[src/rtl/systolic_array.sv]
// 4x4 output-stationary systolic array of unsigned 8-bit MAC processing elements.
// Activations flow left-to-right along rows and weights flow top-to-bottom along
// columns. Each PE keeps a private 8-bit accumulator that wraps modulo 256.
module systolic_array (
  input  logic         clk,
  input  logic         reset,
  input  logic [31:0]  datain,
  input  logic [31:0]  weightin,
  output logic [127:0] macout
);

  // Indexed [row][col][bit]; the packed layout places PE(i,j) at bits 8*(4i+j).
  logic [3:0][3:0][7:0]  a_q, a_d;
  logic [3:0][3:0][7:0]  b_q, b_d;
  logic [3:0][3:0][7:0]  acc_q, acc_d;
  logic [3:0][3:0][7:0]  a_in, b_in;
  logic [3:0][3:0][15:0] prod;

  // Route operands into each PE: edge lanes from the ports, others from neighbours.
  always_comb begin
    a_in = '0;
    b_in = '0;
    for (int i = 0; i < 4; i++) begin
      a_in[i][0] = datain[8*i +: 8];
      for (int j = 1; j < 4; j++) begin
        a_in[i][j] = a_q[i][j-1];
      end
    end
    for (int j = 0; j < 4; j++) begin
      b_in[0][j] = weightin[8*j +: 8];
      for (int i = 1; i < 4; i++) begin
        b_in[i][j] = b_q[i-1][j];
      end
    end
  end

  // Multiply-accumulate and operand forwarding for every PE.
  always_comb begin
    a_d   = a_in;
    b_d   = b_in;
    acc_d = acc_q;
    prod  = '0;
    for (int i = 0; i < 4; i++) begin
      for (int j = 0; j < 4; j++) begin
        prod[i][j]  = {8'h00, a_in[i][j]} * {8'h00, b_in[i][j]};
        // Only the low product byte can affect an 8-bit wrapping sum.
        acc_d[i][j] = acc_q[i][j] + prod[i][j][7:0];
      end
    end
  end

  // State registers with synchronous active-low clear of operands and sums.
  always_ff @(posedge clk) begin
    if (!reset) begin
      a_q   <= '0;
      b_q   <= '0;
      acc_q <= '0;
    end else begin
      a_q   <= a_d;
      b_q   <= b_d;
      acc_q <= acc_d;
    end
  end

  assign macout = acc_q;

endmodule

[config.mk]
export PLATFORM = sky130hd
export DESIGN_NAME = systolic_array
export DESIGN_NICKNAME = d
export VERILOG_FILES = /design/src/rtl/systolic_array.sv
export SDC_FILE = /design/constraint.sdc
export NUM_CORES = 1
export LEC_CHECK = 0
export CORE_ASPECT_RATIO = 1.2
export CORE_MARGIN = 5
export CORE_UTILIZATION = 57
export DETAILED_ROUTE_END_ITERATION = 12
export GPL_ROUTABILITY_DRIVEN = 0
export MAX_ROUTING_LAYER = met4
export PLACE_DENSITY = 0.78
export SLEW_MARGIN = 20
export SYNTH_ARGS = -nofsm -noshare
export SYNTH_HDL_FRONTEND = slang
export SYNTH_SLANG_ARGS = --single-unit
[constraint.sdc]
create_clock -name clk -period 6.3 [get_ports clk]
set_clock_uncertainty 0.2 [all_clocks]
set_input_delay 1.575 -clock clk [delete_from_list [all_inputs] [get_ports clk]]
set_output_delay 1.575 -clock clk [all_outputs]
set_load 0.01 [all_outputs]
### Word-level counts from Yosys, hierarchy flattened

Index checks and enable logic that the tools add are counted.

| word-level totals | value |
|---|---|
| bits in registers | 320 |
| bits of input ports | 66 |
| output and inout bits | 128 |
| word-level logic and storage cells | 72 |

| cells by class | value |
|---|---|
| add/sub/neg operators | 16 |
| multiply operators | 16 |

Operator list:

| cell | number |
|---|---|
| adder 8 bit | 16 |
| multiplier 8 x 8 -> 8 bit | 16 |

### Logic depth before layout (Yosys ltp)

| logic depth | value |
|---|---|
| word-level depth | 2 |
| gate-level depth with buffers | 18 |
| depth with buffers taken out | 17 |

### Worst setup path after synthesis

Ideal clock, no wire load.

| timing path | value |
|---|---|
| kind | input to register |
| from | input port weightin[24] |
| to | register acc_q (netlist bit macout[31]) |
| library setup time | 115 ps |
| data arrival time | 4681 ps |
| required time | 5985 ps |
| path slack | 1304 ps |
| stages | 14 |
| buffers on the path | 1 |
| cells stage by stage | clkbuf_2 > nand2_1 > fa_1 > inv_1 > fa_1 > inv_1 > fa_1 > fa_1 > inv_1 > ha_1 > a21oi_1 > xnor2_1 > xnor2_1 > and2_1 |

| on the way | value |
|---|---|
| longest elaborated chain between the ends | 2 |

RTL lines:

| item | line | text |
|---|---|---|
| from (decl) | 8 | `input logic [31:0] weightin,` |
| multiplier 8 x 8 -> 8 bit | 45 | `prod[i][j] = {8'h00, a_in[i][j]} * {8'h00, b_in[i][j]};` |
| adder 8 bit | 47 | `acc_d[i][j] = acc_q[i][j] + prod[i][j][7:0];` |
| to (signal assigned) | 57 | `acc_q <= '0;` |
| to (signal assigned) | 61 | `acc_q <= acc_d;` |
| to (decl) | 15 | `logic [3:0][3:0][7:0] acc_q, acc_d;` |

No other way between the ends.
A chain may end at the register's enable or synchronous reset.

### Worst setup path after layout

| timing path | value |
|---|---|
| from | input port weightin[17] |
| to | register acc_q (netlist bit macout[23]) |

Same word-level chain as after synthesis.

==> metrics.csv <==
stage,metric,value,unit
status,status,completed,
clock_tree,cts_made_buffers,38,
synth,synth_mux_area_frac,0,
drt,wirelength,53900,um
global_routing,grt_max_degree,189,
drt,drt-initial-drc-count,632,
synth,synthAdderAreaFrac,0.359,
placement,hpwl,43100,um
worst_setup_path,worst_path_largest_cell_delay,0.67,ns
clock_tree,clockBufferDepth,3,
final_layout,syn_to_final_growth,15.3,%
worst_setup_path,arrival,5.49,ns
synth,synthArstFlopShare,0,
sta,slew_violations,0,
sta,rsz0062_at_grt,false,
pwr,irDropWorstVdd,0.000329,V
floorplan,dieArea,49100,sq um
clock_tree,clk_pin_slew,0.06,ns
final_layout,fin_util,0.661,
final_layout,layout_common_cells,"inv_1 (559), and2_1 (515), nand2_1 (359), dfxtp_1 (320), fa_1 (288)",
sta,fin_crit_sh,0.836,
clock_tree,cts_tree,yes,
drt,dr.pass1.iters,5,
drt,wl_per_cell,15.3,um
final_layout,fillCellCount,3515,
final_layout,final_layout_size_suffix_gt1_frac,0.0281,
floorplan,die-height,242,um
clock_tree,cts_resized,0,
sta,fmax,190,MHz
worst_setup_path,critPathSlowestCell,clkdlybuf4s50_1,
floorplan,start_util,0.573,
worst_setup_path,path_cells,clkdlybuf4s50_1 > nand2_1 > fa_1 > inv_1 > fa_1 > ha_1 > inv_1 > fa_1 > fa_1 > inv_1 > a21o_1 > a21oi_1 > xnor2_1 > xnor2_1 > and2_1,
worst_setup_path,critical_path_class,in2reg,
worst_setup_path,crit_required,6.53,ns
clock_tree,htreeDepth,2,
global_routing,grt_pass1_wl,92100,um
synth,synthSimpleGateAreaFrac,0.185,
synth,synth_seq_area_share,0.251,
synth,post_synth_num_cell_types,19,
worst_setup_path,crit_family,adder cells,
clock_tree,cts_hold_buf,0,
worst_setup_path,cp_common_cell,fa_1,
global_routing,grt_pass1_vias,19300,
sta,period_minus_slack,5.26,ns
drt,vias_per_cell,4.94,
synth,syn-instance-count,2728,
final_layout,n_antenna_cell,0,
floorplan,io_pins,194,
sta,setup_violations,0,
min_path,hold_path.class,reg2reg,
clock_tree,cts.sinks,320,
global_routing,grt_usage,0.232,
global_routing,antenna_found_initial,0,
run,cap_violations,0,
sta,worst_slew_pin_slew,0.482,ns
synth,synth_top_family_by_area,adder cells,
pwr,p_leak,14.3,nW
final_layout,final_common_cell,inv_1,
final_layout,final_cells,3516,
sta,relSlewSlack,0.679,
floorplan,die_w,203,um
final_layout,num-nets-final,3548,
worst_setup_path,path_max_fanout,8,
placement,dp_cells,3446,
sta,hold_viol_final,0,
synth,synth.net_count,3354,
synth,synth_edf_count,0,
synth,syn_area,25500,sq um
worst_setup_path,crit_buf_inv,4,
drt,drc,0,
worst_setup_path,start_kind,input pin,
floorplan,rows,85,
synth,ys_dominant_reg_cell,dfxtp_1,
synth,avgSynthCellArea,9.36,sq um
sta,setup_tns,0,ns
worst_setup_path,worstSetupEndpointType,flip-flop,
synth,yosysWarnings,0,
drt,vias,17400,
drt,postRouteAntennaNets,0,
synth,ys_seq_elements,320,
placement,port_buffers,193,
synth,synth-compound-area-share,0.0157,
clock_tree,clk_latency,0.54,ns
synth,synthXorXnorAreaFrac,0.100,
clock_tree,root_buffer,clkbuf_16,
global_routing,globalRouteOverflowTotal,0,
pwr,power.density,240,nW/um^2
floorplan,core-area,44600,sq um
clock_tree,cts_setup_buffers,0,
## state kept, by name, indices dropped and copies added (netlist names)
signal and count:
a_d 96, macout 128, b_d 96
## cell usage after synthesis, types with 5 or more instances
library cell  instances  area share
inv_1               559       0.082
and2_1              515        0.13
nand2_1             359       0.053
dfxtp_1             320        0.25
fa_1                288        0.23
ha_1                272        0.13
xnor2_1             235       0.081
xor2_1               48       0.016
clkbuf_1             35      0.0051
a21o_1               32      0.0094
a21oi_1              32      0.0063
nor2b_1              11      0.0027
and2_2                6      0.0018
nand2_2               5      0.0012
xnor2_2               5      0.0032
## layout make-up
cell class	count	area [sq um]	area share
multi-input cells	1808	16800	0.572
inverters	559	2100	0.0713
flip-flops and latches	320	6410	0.218
clock inverters	16	258	0.00876
clock buffers	53	1140	0.0388
repair buffers	195	1980	0.0673
well taps	565	707	0.0240
## report_power, final
group	switching [mW]	total (mW)	leakage (nW)	internal, mW
clock network	0.885	2.43	0.692	1.55
registers	0.183	2.39	2.63	2.21
logic	1.12	2.24	11.0	1.13
## layer usage
metal  vias up  routed length [um]  share of wire  global-route usage
li1       8377                   -              -                   -
met1      8558               21400           0.40               0.260
met3       110                2150          0.040              0.0356
met4         0                1550          0.029              0.0718
met2       328               28800           0.53               0.426
met5         -                   0              0                   -
## worst paths after layout
| kind | cells after the start | slack, ns | startpoint | to |
|---|---|---|---|---|
| setup reg to reg | 15 | 2.06 | b_d[48]$_SDFF_PN0_ | macout[55]$_SDFF_PN0_ |
| setup / recovery | 15 | 1.04 | weightin[17] | macout[23]$_SDFF_PN0_ |
| hold / removal | 1 | 0.27 | a_d[111]$_SDFF_PN0_ | a_d[119]$_SDFF_PN0_ |
| hold reg to reg | 1 | 0.27 | a_d[111]$_SDFF_PN0_ | a_d[119]$_SDFF_PN0_ |
## kinds of logic (layout without fill, tap and decap cells)
group,after synthesis,count (layout)
adder cells (fa/ha/maj),560,560
AND/OR/NAND/NOR,896,896
AO/OA/AOI/OAI,64,64
XOR/XNOR,288,288
buffers and inverters,600,823
flip-flops,320,320
## metrics by stage
| stage | setup WS (ns) | hold WS [ns] | area (sq um) | power, mW |
|---|---|---|---|---|
| 2_1_floorplan | 1.30 | 0.230 | 25500 | 3.93 |
| 3_3_place_gp | 0.629 | 0.280 | 28000 | 4.56 |
| 3_5_place_dp | 0.514 | 0.274 | 28000 | 4.67 |
| 4_1_cts | 1.06 | 0.278 | 29400 | 7.17 |
| 5_1_grt | 0.873 | 0.277 | 29400 | 7.55 |
| 6_report | 1.04 | 0.274 | 29400 | 7.07 |
No activity file was read; power rests on OpenSTA's default activity.
